==> src/rtl/mac_pkg.sv <==
// Shared types and width helpers for the dot-product MAC.
// Imported by the interface, controller and datapath.
package mac_pkg;

  typedef enum logic [1:0] {
    IDLE,
    RUN,
    DRAIN,
    HOLD
  } state_t;

  function automatic int clog2(input int n);
    int r;
    int v;
    r = 0;
    v = 1;
    while (v < n) begin
      v = v << 1;
      r++;
    end
    return r;
  endfunction

  function automatic int acc_w(input int dw, input int len);
    return 2 * dw + clog2(len);
  endfunction

endpackage

==> src/rtl/mac_dot_product_if.sv <==
// Operand-in / result-out handshake bundle for mac_dot_product.
// master = source/consumer side, slave = the MAC.
interface mac_dot_product_if #(
  parameter int DATA_W = 8,
  parameter int LEN    = 2
);
  import mac_pkg::*;

  localparam int ACC_W = acc_w(DATA_W, LEN);

  logic              start;
  logic              signed_mode;
  logic              in_valid;
  logic              in_ready;
  logic [DATA_W-1:0] a;
  logic [DATA_W-1:0] b;
  logic [ACC_W-1:0]  out;
  logic              out_valid;
  logic              out_ready;
  logic              busy;

  modport master (
    output start, signed_mode, in_valid,
    output a, b, out_ready,
    input  in_ready, out, out_valid, busy
  );

  modport slave (
    input  start, signed_mode, in_valid,
    input  a, b, out_ready,
    output in_ready, out, out_valid, busy
  );

endinterface

==> src/rtl/mac_fsm.sv <==
// Sequencing for the MAC: state, beat count, handshake flags
// and accumulator clear / beat strobes.
module mac_fsm
  import mac_pkg::*;
#(
  parameter int LEN = 2
) (
  input  logic clk,
  input  logic nrst,
  input  logic start,
  input  logic in_valid,
  input  logic out_ready,
  output logic in_ready,
  output logic busy,
  output logic out_valid,
  output logic acc_clr,
  output logic beat
);

  localparam int CNT_W = (LEN > 1) ? clog2(LEN) : 1;
  localparam logic [CNT_W-1:0] LAST = CNT_W'(LEN - 1);

  state_t           state;
  logic [CNT_W-1:0] cnt;

  // START is honoured in IDLE, or in HOLD only alongside the result transfer
  assign acc_clr = start &
    ((state == IDLE) | ((state == HOLD) & out_ready));
  assign beat = in_ready & in_valid;

  always_ff @(posedge clk) begin
    if (!nrst) begin
      state     <= IDLE;
      cnt       <= '0;
      in_ready  <= 1'b0;
      busy      <= 1'b0;
      out_valid <= 1'b0;
    end else begin
      unique case (state)
        IDLE: begin
          if (start) begin
            state    <= RUN;
            cnt      <= '0;
            in_ready <= 1'b1;
            busy     <= 1'b1;
          end
        end
        RUN: begin
          if (in_valid) begin
            if (cnt == LAST) begin
              state    <= DRAIN;
              cnt      <= '0;
              in_ready <= 1'b0;
            end else begin
              cnt <= cnt + CNT_W'(1);
            end
          end
        end
        DRAIN: begin
          state     <= HOLD;
          out_valid <= 1'b1;
        end
        HOLD: begin
          if (out_ready) begin
            out_valid <= 1'b0;
            if (start) begin
              state    <= RUN;
              cnt      <= '0;
              in_ready <= 1'b1;
            end else begin
              state <= IDLE;
              busy  <= 1'b0;
            end
          end
        end
        default: begin
          state     <= IDLE;
          cnt       <= '0;
          in_ready  <= 1'b0;
          busy      <= 1'b0;
          out_valid <= 1'b0;
        end
      endcase
    end
  end

endmodule

==> src/rtl/mac_dot_product.sv <==
// Streaming dot product: registered multiply, then accumulate.
// Full-precision accumulator, signed or unsigned per vector.
module mac_dot_product
  import mac_pkg::*;
#(
  parameter int DATA_W = 8,
  parameter int LEN    = 2
) (
  input logic          clk,
  input logic          nrst,
  mac_dot_product_if.slave bus
);

  localparam int ACC_W = acc_w(DATA_W, LEN);
  localparam int PW    = 2 * DATA_W;

  logic             acc_clr;
  logic             beat;
  logic             mode;
  logic             pvld;
  logic [PW-1:0]    mul_u;
  logic [PW-1:0]    mul_s;
  logic [ACC_W-1:0] prod_next;
  logic [ACC_W-1:0] prod;
  logic [ACC_W-1:0] acc;

  mac_fsm #(.LEN(LEN)) u_fsm (
    .clk       (clk),
    .nrst      (nrst),
    .start     (bus.start),
    .in_valid  (bus.in_valid),
    .out_ready (bus.out_ready),
    .in_ready  (bus.in_ready),
    .busy      (bus.busy),
    .out_valid (bus.out_valid),
    .acc_clr   (acc_clr),
    .beat      (beat)
  );

  assign mul_u = {{DATA_W{1'b0}}, bus.a} *
                 {{DATA_W{1'b0}}, bus.b};
  assign mul_s = $signed({{DATA_W{bus.a[DATA_W-1]}}, bus.a}) *
                 $signed({{DATA_W{bus.b[DATA_W-1]}}, bus.b});

  // extension is resolved at stage 1 so stage 2 is a plain add
  assign prod_next = mode ? ACC_W'($signed(mul_s))
                          : ACC_W'(mul_u);

  always_ff @(posedge clk) begin
    if (!nrst) begin
      mode <= 1'b0;
      pvld <= 1'b0;
      prod <= '0;
      acc  <= '0;
    end else begin
      pvld <= beat;
      if (beat) begin
        prod <= prod_next;
      end
      if (acc_clr) begin
        acc  <= '0;
        mode <= bus.signed_mode;
      end else if (pvld) begin
        acc <= acc + prod;
      end
    end
  end

  assign bus.out = acc;

endmodule

==> src/flat_wrapper.sv <==
// flat-port wrapper written by rule: the top's interface ports become plain ports
module mac_dot_product_flat import mac_pkg::*;
#(
  parameter int DATA_W = 8,
  parameter int LEN    = 2
)
  (clk, nrst, bus_start, bus_signed_mode, bus_in_valid, bus_a, bus_b, bus_out_ready, bus_in_ready, bus_out, bus_out_valid, bus_busy);
  mac_dot_product_if #(.DATA_W(DATA_W), .LEN(LEN)) bus_i ();
  input logic clk;
  input logic nrst;
  input wire logic [$bits(bus_i.start)-1:0] bus_start;
  input wire logic [$bits(bus_i.signed_mode)-1:0] bus_signed_mode;
  input wire logic [$bits(bus_i.in_valid)-1:0] bus_in_valid;
  input wire logic [$bits(bus_i.a)-1:0] bus_a;
  input wire logic [$bits(bus_i.b)-1:0] bus_b;
  input wire logic [$bits(bus_i.out_ready)-1:0] bus_out_ready;
  output wire logic [$bits(bus_i.in_ready)-1:0] bus_in_ready;
  output wire logic [$bits(bus_i.out)-1:0] bus_out;
  output wire logic [$bits(bus_i.out_valid)-1:0] bus_out_valid;
  output wire logic [$bits(bus_i.busy)-1:0] bus_busy;
  assign bus_i.start = bus_start;
  assign bus_i.signed_mode = bus_signed_mode;
  assign bus_i.in_valid = bus_in_valid;
  assign bus_i.a = bus_a;
  assign bus_i.b = bus_b;
  assign bus_i.out_ready = bus_out_ready;
  assign bus_in_ready = bus_i.in_ready;
  assign bus_out = bus_i.out;
  assign bus_out_valid = bus_i.out_valid;
  assign bus_busy = bus_i.busy;
  mac_dot_product #(.DATA_W(DATA_W), .LEN(LEN)) u_core (.clk(clk), .nrst(nrst), .bus(bus_i));
endmodule
==> config.mk <==
export PLATFORM = sky130hd
export DESIGN_NAME = mac_dot_product_flat
export DESIGN_NICKNAME = d
export VERILOG_FILES = /design/src/rtl/mac_pkg.sv /design/src/rtl/mac_dot_product_if.sv /design/src/rtl/mac_fsm.sv /design/src/rtl/mac_dot_product.sv /design/src/flat_wrapper.sv
export SDC_FILE = /design/constraint.sdc
export NUM_CORES = 1
export LEC_CHECK = 0
export CORE_MARGIN = 2
export CORE_UTILIZATION = 62
export DETAILED_ROUTE_END_ITERATION = 8
export PLACE_DENSITY = 0.94
export SYNTH_ARGS = -nofsm -noshare
export SYNTH_HDL_FRONTEND = slang
export SYNTH_SLANG_ARGS = --single-unit
export TNS_END_PERCENT = 50
==> constraint.sdc <==
create_clock -name clk -period 8.61 [get_ports clk]
set_clock_uncertainty 0.2 [all_clocks]
set_input_delay 2.1525 -clock clk [delete_from_list [all_inputs] [get_ports clk]]
set_output_delay 2.1525 -clock clk [all_outputs]
set_load 0.05 [all_outputs]
==> results of run 1 <==
[worst max-delay path, delay by kind of cell]
| kind | cells | cell delay (ns) |
|---|---|---|
| AOI/OAI and AO/OA | 5 | 1.25 |
| and+or+nand+nor | 1 | 0.25 |
| xor gates and xnor gates | 1 | 0.15 |
| adders and majority gates | 5 | 2.44 |
| buffers and inverters | 5 | 1.17 |
[per-layer routing]
layer	vias up	GRT usage [%]
met3	37	4.38
met2	163	51.3
li1	2568	-
met1	2627	33.8
met4	0	8.35
met5	-	0
[final cells by class]
type                    count  share of cell area [%]
clock buffers               7                    1.20
clock inverters             1                  0.0695
inverters                 165                    8.60
multi-input cells         551                    70.3
flip-flops and latches     42                    11.7
well taps                 136                    2.36
repair buffers             42                    5.81
[metrics by stage]
| stage | setup WS [ns] | instances |
|---|---|---|
| floorplan | 1.76 | 775 |
| global route | 0.927 | 944 |
| global placement | 1.18 | 936 |
| detailed placement | 0.983 | 936 |
| finish | 1.22 | 944 |
| CTS | 1.25 | 944 |
[synthesized netlist by cell type (all sizes together), types with 3 or more instances]
cell type,count
dfxtp,42
a311oi,3
o311ai,4
or3,5
nand2b,8
and2,42
nand2,55
a21oi,33
o31ai,3
o21a,17
o31a,3
inv,164
fa,86
xnor2,21
clkbuf,15
o211ai,5
nor2b,14
and3,6
a221oi,3
mux2i,16
ha,78
xor2,10
a211oi,16
nor3,10
a21o,11
nor2,44
o21ai,28
nand3,7
[kinds of logic after synthesis]
logic type / after synthesis / synth area share (%)
mux: 16 / 2.43
xor+xnor: 31 / 4.12
compound gates: 139 / 14.0
simple gates: 201 / 15.4
flops: 42 / 12.8
fa+ha+maj: 164 / 41.0
buf+inv: 182 / 10.4
[state kept, by name, indices dropped and copies added (netlist names)]
name,count
u_core.u_fsm.busy,1
u_core.prod,17
u_core.u_fsm.out_valid,1
u_core.pvld,1
u_core.mode,1
u_core.bus.out,17
u_core.u_fsm.state,2
u_core.u_fsm.in_ready,1
u_core.u_fsm.cnt,1
[power by group through the flow]
stage               logic, W  clock network [W]  registers (W)
finish               0.00121           0.000130       0.000251
global route         0.00137           0.000143       0.000254
CTS                  0.00120           0.000131       0.000250
detailed placement   0.00118                  0       0.000254
global placement     0.00113                  0       0.000253
floorplan           0.000914                  0       0.000263
[path summary, 6_finish.rpt]
| check | start | end | slack [ns] |
|---|---|---|---|
| worst max-delay path | bus_b[7] | u_core.prod[14]$_SDFFE_PN0P_ | 1.22 |
| worst max register to register | u_core.bus.out[0]$_SDFFE_PP0P_ | u_core.bus.out[16]$_SDFFE_PP0P_ | 5.90 |
| worst min-delay path | u_core.prod[0]$_SDFFE_PN0P_ | u_core.prod[0]$_SDFFE_PN0P_ | 0.26 |
| worst min register to register | u_core.prod[0]$_SDFFE_PN0P_ | u_core.prod[0]$_SDFFE_PN0P_ | 0.26 |
==> flow_metrics.py, run 1 <==
metrics = {
    "logic_synthesis": {
        "ys_ff_latch": 42,
        "synth_top_area_share_pct": 26.2,
        "synth_edf_count": 0,
        "syn-num-nets": 961,
        "async_flop_share_pct": 0,
        "synth_ff_type": "dfxtp_1",
        "yosysSeqAreaShare_pct": 12.8,
        "synth_area_leaders": "fa_1 26%, ha_1 15%, dfxtp_1 13%, inv_1 9.4%, and2_1 4.0%",
        "synthCells": 775,
        "avgSynthCellArea_um2": 8.49,
        "syn_area_um2": 6580,
        "yosysUniqueCellTypes": 50,
        "synth_warnings": 0,
        "synth_top_area_cell": "fa_1",
    },
    "flow_run": {
        "maxCapViolations": 0,
    },
    "drt": {
        "wl_per_cell_um": 15.6,
        "initialDrtViolationCount": 290,
        "met1_length_um": 5970,
        "viasPerCell": 5.72,
        "ant_nets": 0,
        "top_layer": "met4",
        "vias": 5395,
        "drc": 0,
        "first_pass_iters": 6,
        "wl_met3_um": 662,
        "routed_wl_um": 14700,
        "wl_met2_um": 7780,
    },
    "clock_network": {
        "clockBufferDepth": 2,
        "clk_pin_slew_ns": 0.07,
        "ctsRootBufferMaster": "clkbuf_8",
        "post_cts_resized": 0,
        "clkSinkCount": 42,
        "h-tree-depth": 2,
        "clk_latency_ns": 0.30,
        "postCtsSetupBuffers": 0,
        "cts_hold_buf": 0,
        "cts_tree": "done",
        "cts_inserted_buffers": 5,
    },
    "die": {
        "coreArea_um2": 10300,
        "start_util_pct": 63.8,
        "die_h_um": 107,
        "ios": 42,
        "fp-row-count": 37,
        "dieArea_um2": 11500,
        "chipWidth_um": 107,
    },
    "place": {
        "finalWeightedCongestion": 0.929,
        "dp_hpwl_um": 12200,
        "placed_area_um2": 7110,
        "port-buffer-count": 41,
    },
    "layout": {
        "final_common_cell": "inv_1",
        "antenna_cells": 0,
        "fin_nets": 993,
        "fill_cells": 766,
        "layout-drive-gt1-share_pct": 1.73,
        "mostFrequentLayoutCells": "164 x inv_1, 86 x fa_1, 78 x ha_1, 55 x nand2_1, 44 x nor2_1",
        "fin_util_pct": 69.7,
        "final_area_um2": 7200,
        "seq_area_um2": 841,
        "area_growth_pct": 9.35,
        "multi_input_area_um2": 5060,
    },
    "sta": {
        "slew_headroom_pct": 45.0,
        "finalSetupViolations": 0,
        "finalCriticalPeriod_ns": 7.39,
        "period_share_pct": 85.8,
        "hold_ws_ns": 0.259,
        "rsz0062_at_grt": "false",
        "maxSlewViolCount": 0,
        "worst_pin_slew_ns": 0.824,
        "fmax_mhz": 135,
        "fin_setup_tns_ns": 0,
        "hold_viol": 0,
    },
    "global_route": {
        "grt_antenna_before_repair": 0,
        "grt_pass1_vias": 5668,
        "grt_util_all_layers_pct": 28.1,
        "grt_max_degree": 29,
        "grt_pass1_wl_um": 25700,
        "overflow": 0,
    },
    "pwr": {
        "pwr-share-comb_pct": 76.0,
        "seqPwrFrac_pct": 15.8,
        "power.leakage_nw": 3.49,
        "pwr_density_cell_nw_per_um2": 221,
        "intPower_w": 0.000811,
        "max-vdd-ir-drop_uv": 162,
        "finalPower_w": 0.00159,
        "p_sw_w": 0.000778,
        "switching_share_pct": 48.9,
        "pwr-share-clk_pct": 8.2,
    },
    "setup_path": {
        "crit_top_cell": "fa_1",
        "max_stage_delay_ns": 0.67,
        "crit_type": "input port to flop",
        "startpoint_type": "input port",
        "path_cells": "clkdlybuf4s50_1, clkinv_1, fa_1, fa_1, inv_1, fa_1, inv_1, fa_1, inv_1, ha_1, o21a_1, o31a_1, o31a_1, or2_4, a311o_1, xnor2_1, a311oi_1",
        "cp_max_fo": 10,
        "slowest_stage": "clkdlybuf4s50_1",
        "worst_ep_arrival_time_ns": 7.39,
        "cp-end-kind": "flop",
        "worstPathRequired_ns": 8.62,
        "r2r_cells": 10,
    },
    "run_status": {
        "status": "finished clean",
    },
    "min_path": {
        "whs_path_depth": 2,
        "min_path_type": "flop to flop",
    },
}
No activity file was read; power rests on OpenSTA's default activity.
==> run 2, diff against run 1 <==
- CORE_MARGIN: 2 -> not set
- CTS_CLUSTER_DIAMETER: not set -> 200
==> run 2 against run 1 <==
  * Cell area grew 0.24%
  * Routed wire length shrank 7.1%
  * Clock-buffer cell count shrank 2
  * Worst hold slack gained 0.022 ns
  * Sequential share of layout area is essentially flat
==> flow_metrics.py, run 2 (same netlist as run 1, synthesis figures left out) <==
metrics = {
    "place": {
        "port-buffer-count": 41,
        "dp_hpwl_um": 11400,
        "finalWeightedCongestion": 0.882,
    },
    "clock_network": {
        "post_cts_resized": 0,
        "clockBufferDepth": 2,
        "h-tree-depth": 2,
        "clkSinkCount": 42,
        "ctsRootBufferMaster": "clkbuf_8",
        "cts_hold_buf": 0,
        "cts_tree": "done",
        "postCtsSetupBuffers": 0,
        "cts_inserted_buffers": 5,
        "clk_latency_ns": 0.30,
        "clk_pin_slew_ns": 0.08,
    },
    "layout": {
        "final_common_cell": "inv_1",
        "fin_nets": 993,
        "fin_util_pct": 69.9,
        "antenna_cells": 0,
        "area_growth_pct": 9.62,
        "layout-drive-gt1-share_pct": 1.86,
        "mostFrequentLayoutCells": "164 x inv_1, 86 x fa_1, 78 x ha_1, 55 x nand2_1, 44 x nor2_1",
    },
    "drt": {
        "ant_nets": 0,
        "wl_per_cell_um": 14.5,
        "drc": 0,
        "vias": 5253,
        "initialDrtViolationCount": 350,
        "viasPerCell": 5.56,
        "routed_wl_um": 13700,
        "first_pass_iters": 4,
    },
    "setup_path": {
        "crit_type": "input port to flop",
        "startpoint_type": "input port",
        "worst_ep_arrival_time_ns": 7.30,
        "cp_max_fo": 10,
        "cp-end-kind": "flop",
        "worstPathRequired_ns": 8.62,
    },
    "die": {
        "coreArea_um2": 10300,
        "fp-row-count": 37,
        "chipWidth_um": 105,
        "dieArea_um2": 11000,
        "ios": 42,
        "die_h_um": 105,
        "start_util_pct": 63.8,
    },
    "sta": {
        "finalSetupViolations": 0,
        "fin_setup_tns_ns": 0,
        "worst_pin_slew_ns": 0.776,
        "maxSlewViolCount": 0,
        "rsz0062_at_grt": "false",
        "period_share_pct": 84.6,
        "fmax_mhz": 137,
        "finalCriticalPeriod_ns": 7.28,
        "hold_viol": 0,
        "hold_ws_ns": 0.281,
        "slew_headroom_pct": 48.2,
    },
    "global_route": {
        "overflow": 0,
        "grt_pass1_vias": 5458,
        "grt_util_all_layers_pct": 27.1,
        "grt_max_degree": 29,
        "grt_pass1_wl_um": 24200,
        "grt_antenna_before_repair": 0,
    },
    "run_status": {
        "status": "finished clean",
    },
    "pwr": {
        "pwr_density_cell_nw_per_um2": 220,
        "max-vdd-ir-drop_uv": 191,
        "power.leakage_nw": 3.50,
    },
    "flow_run": {
        "maxCapViolations": 0,
    },
    "min_path": {
        "min_path_type": "flop to flop",
    },
}
-- run 2: cell types whose count changed in the layout (fill, tap and decap cells not counted), sizes merged --
cell,before,now
clkbuf,7,5
bufinv,0,1
clkinv,2,3
-- run 2: metrics by stage --
stage | setup slack (ns) | cells | power [W] | instance area (um^2)
3_5_place_dp | 1.04 | 936 | 0.00143 | 7110
6_report | 1.33 | 944 | 0.00158 | 7220
5_1_grt | 0.893 | 944 | 0.00177 | 7220
3_3_place_gp | 1.18 | 936 | 0.00138 | 7110
2_1_floorplan | 1.76 | 775 | 0.00118 | 6580
4_1_cts | 1.35 | 944 | 0.00159 | 7220
-- run 2: final cells by class --
class | count | area [um^2]
Sequential cell | 42 | 841
Fill cell | 721 | 3110
Multi-Input combinational cell | 551 | 5060
Clock buffer | 5 | 68.8
Clock inverter | 3 | 40.0
Inverter | 165 | 619
Tap cell | 136 | 170
Timing Repair Buffer | 42 | 418
-- run 2: worst paths after layout --
| kind | endpoint | start | slack, ns | cells after the start |
|---|---|---|---|---|
| max | u_core.prod[14]$_SDFFE_PN0P_ | bus_b[7] | 1.33 | 17 |
| min | u_core.prod[9]$_SDFFE_PN0P_ | u_core.prod[9]$_SDFFE_PN0P_ | 0.28 | 2 |
| max reg2reg | u_core.bus.out[16]$_SDFFE_PP0P_ | u_core.bus.out[0]$_SDFFE_PP0P_ | 5.91 | 10 |
| min reg2reg | u_core.prod[9]$_SDFFE_PN0P_ | u_core.prod[9]$_SDFFE_PN0P_ | 0.28 | 2 |
-- run 2: metal layers --
layer	vias up	wire, um	global-route usage (%)
met5	-	0	0
met4	0	357	7.95
met3	35	491	3.18
met2	123	7090	49.6
met1	2530	5750	33.3
li1	2565	-	-
-- run 2: worst max-delay path, cell delays in order --
cell and delay (ns):
clkdlybuf4s50_1 0.65, clkinv_1 0.33, fa_1 0.57, fa_1 0.52
inv_1 0.05, fa_1 0.48, inv_1 0.06, fa_1 0.55
inv_1 0.05, ha_1 0.33, o21a_1 0.19, o31a_1 0.12
o31a_1 0.26, or2_4 0.24, a311o_1 0.37, xnor2_1 0.14
a311oi_1 0.24
-- run 2: where the power goes --
group | internal (W) | switching [W]
Clock | 0.0000853 | 0.0000678
Sequential | 0.000222 | 0.0000274
Combinational | 0.000519 | 0.000663
==> run 3, diff against run 2 <==
- clock period: 8.61 -> 7.2 ns (I/O delays scaled with it)
==> run 3 against run 2 <==
  * Flip-flop and latch count stayed put
  * Sequential power is 20% higher
  * Die area stayed put
  * Setup slack worse by 1.1 ns
  * Total power is 24% higher
  * Clock power is 50% higher
  * Register-to-register slack worse by 1.5 ns
  * Sequential share of layout area is 0.13 points lower
  * Via count is 2.3% higher
  * First-iteration DRC count is 13% lower
  * Critical endpoint is now u_core.prod[16]$_SDFFE_PN0P_
  * Largest cell class unchanged
  * Largest power group unchanged
  * Highest routed layer unchanged
==> flow_metrics.py, run 3 (same netlist as run 1, synthesis figures left out) <==
metrics = {
    "run_status": {
        "status": "finished clean",
    },
    "die": {
        "chipWidth_um": 105,
        "coreArea_um2": 10300,
        "die_h_um": 105,
        "fp-row-count": 37,
        "dieArea_um2": 11000,
        "ios": 42,
        "start_util_pct": 63.8,
    },
    "layout": {
        "fill_cells": 722,
        "seq_area_um2": 841,
        "fin_nets": 999,
        "final_common_cell": "inv_1",
        "multi_input_area_um2": 5060,
        "mostFrequentLayoutCells": "164 x inv_1, 86 x fa_1, 78 x ha_1, 55 x nand2_1, 44 x nor2_1",
        "final_area_um2": 7290,
        "layout-drive-gt1-share_pct": 2.58,
        "antenna_cells": 0,
        "area_growth_pct": 10.8,
    },
    "global_route": {
        "grt_max_degree": 29,
        "grt_util_all_layers_pct": 28.6,
        "overflow": 0,
        "grt_pass1_vias": 5726,
        "grt_pass1_wl_um": 25400,
        "grt_antenna_before_repair": 0,
    },
    "drt": {
        "initialDrtViolationCount": 306,
        "viasPerCell": 5.65,
        "wl_per_cell_um": 15.2,
        "routed_wl_um": 14500,
        "vias": 5372,
        "drc": 0,
        "first_pass_iters": 7,
        "ant_nets": 0,
    },
    "setup_path": {
        "cp_max_fo": 8,
        "crit_family": "adder cells",
        "worst_ep_arrival_time_ns": 6.92,
        "path_cells": "clkdlybuf4s50_1, and2_1, fa_1, fa_1, inv_1, fa_1, fa_1, inv_1, ha_1, a211oi_1, o211ai_1, a311oi_1, a21oi_1, xnor2_1, o21ai_0, and2_1",
        "crit_top_cell": "fa_1",
        "r2r_cells": 10,
        "slowest_stage": "clkdlybuf4s50_1",
        "regToRegEndpoint": "u_core.bus.out[16]$_SDFFE_PP0P_",
        "r2r_start": "u_core.bus.out[0]$_SDFFE_PP0P_",
        "critical_path_buf_inv_count": 3,
        "crit_cells": 16,
        "crit_type": "input port to flop",
        "startpoint_type": "input port",
        "cp-end-kind": "flop",
        "max_stage_delay_ns": 0.58,
        "r2r_setup_slack_ns": 4.41,
        "critPathLaunch": "bus_b[4]",
        "worstPathRequired_ns": 7.19,
        "cp-endpoint": "u_core.prod[16]$_SDFFE_PN0P_",
    },
    "sta": {
        "finalSetupViolations": 0,
        "worst_pin_slew_ns": 0.818,
        "maxSlewViolCount": 0,
        "fmax_mhz": 144,
        "finalCriticalPeriod_ns": 6.93,
        "rsz0062_at_grt": "false",
        "slew_headroom_pct": 45.4,
        "hold_viol": 0,
        "period_share_pct": 96.3,
        "fin_setup_tns_ns": 0,
    },
    "clock_network": {
        "cts_hold_buf": 0,
        "cts_tree": "done",
        "cts_inserted_buffers": 5,
        "ctsRootBufferMaster": "clkbuf_8",
        "post_cts_resized": 0,
        "clk_latency_ns": 0.29,
        "h-tree-depth": 2,
        "clk_pin_slew_ns": 0.08,
        "postCtsSetupBuffers": 0,
        "clockBufferDepth": 2,
        "clkSinkCount": 42,
    },
    "place": {
        "finalWeightedCongestion": 0.881,
        "port-buffer-count": 41,
        "placed_area_um2": 7150,
        "dp_hpwl_um": 11900,
    },
    "pwr": {
        "pwr_density_cell_nw_per_um2": 269,
        "power.leakage_nw": 3.54,
        "max-vdd-ir-drop_uv": 259,
    },
    "flow_run": {
        "maxCapViolations": 0,
    },
    "min_path": {
        "min_path_type": "flop to flop",
    },
}
[run 3: worst min-delay path by stage]
stage | start | cells past startpoint | slack [ns] | end
after floorplan | u_core.prod[0]$_SDFFE_PN0P_ | 2 | 0.24 | u_core.prod[0]$_SDFFE_PN0P_
after global placement | u_core.prod[0]$_SDFFE_PN0P_ | 2 | 0.25 | u_core.prod[0]$_SDFFE_PN0P_
after detailed placement | u_core.prod[7]$_SDFFE_PN0P_ | 2 | 0.26 | u_core.prod[7]$_SDFFE_PN0P_
after CTS | u_core.prod[7]$_SDFFE_PN0P_ | 2 | 0.27 | u_core.prod[7]$_SDFFE_PN0P_
after global routing | u_core.prod[9]$_SDFFE_PN0P_ | 2 | 0.31 | u_core.prod[9]$_SDFFE_PN0P_
final | u_core.prod[7]$_SDFFE_PN0P_ | 2 | 0.27 | u_core.prod[7]$_SDFFE_PN0P_
[run 3: final cells by class]
cell class | instances | area share [%]
Tap cell | 136 | 2.33
Sequential cell | 42 | 11.5
Inverter | 165 | 8.49
Multi-Input combinational cell | 551 | 69.3
Clock buffer | 6 | 1.13
Clock inverter | 2 | 0.823
Timing Repair Buffer | 48 | 6.35
[run 3: stage by stage]
| stage | utilization, % | instances | hold slack (ns) | total power (W) | worst slack [ns] |
|---|---|---|---|---|---|
| global placement | 69.3 | 942 | 0.245 | 0.00166 | 0.219 |
| detailed placement | 69.3 | 942 | 0.263 | 0.00172 | 0.0175 |
| CTS | 70.7 | 950 | 0.275 | 0.00195 | 0.319 |
| global route | 70.7 | 950 | 0.306 | 0.00217 | 0.0341 |
| floorplan | - | 775 | 0.236 | 0.00141 | 0.702 |
| finish | 70.7 | 950 | 0.275 | 0.00196 | 0.270 |
[run 3: where the power goes]
part / switching, W / leakage [nW] / internal (W)
sequential: 0.0000344 / 0.341 / 0.000266
combinational: 0.000805 / 3.13 / 0.000626
clock: 0.0000815 / 0.0714 / 0.000148
[run 3: worst reg2reg max path, cell delays in order (launching register included)]
cell and delay (ns):
dfxtp_1 0.36, ha_1 0.18, inv_1 0.05, fa_1 0.38
nand2b_1 0.17, a21oi_1 0.32, o211ai_1 0.19, a31oi_1 0.31
or3_1 0.20, and3_1 0.19, mux2i_1 0.18
[run 3: routing by layer]
metal | part of all wire, % | up-vias | track usage (%) | wire (um)
li1 | - | 2578 | - | -
met1 | 40 | 2584 | 33.5 | 5830
met2 | 53 | 165 | 54.5 | 7670
met3 | 4.1 | 45 | 3.24 | 590
met4 | 2.5 | 0 | 7.95 | 366
met5 | 0 | - | 0 | 0
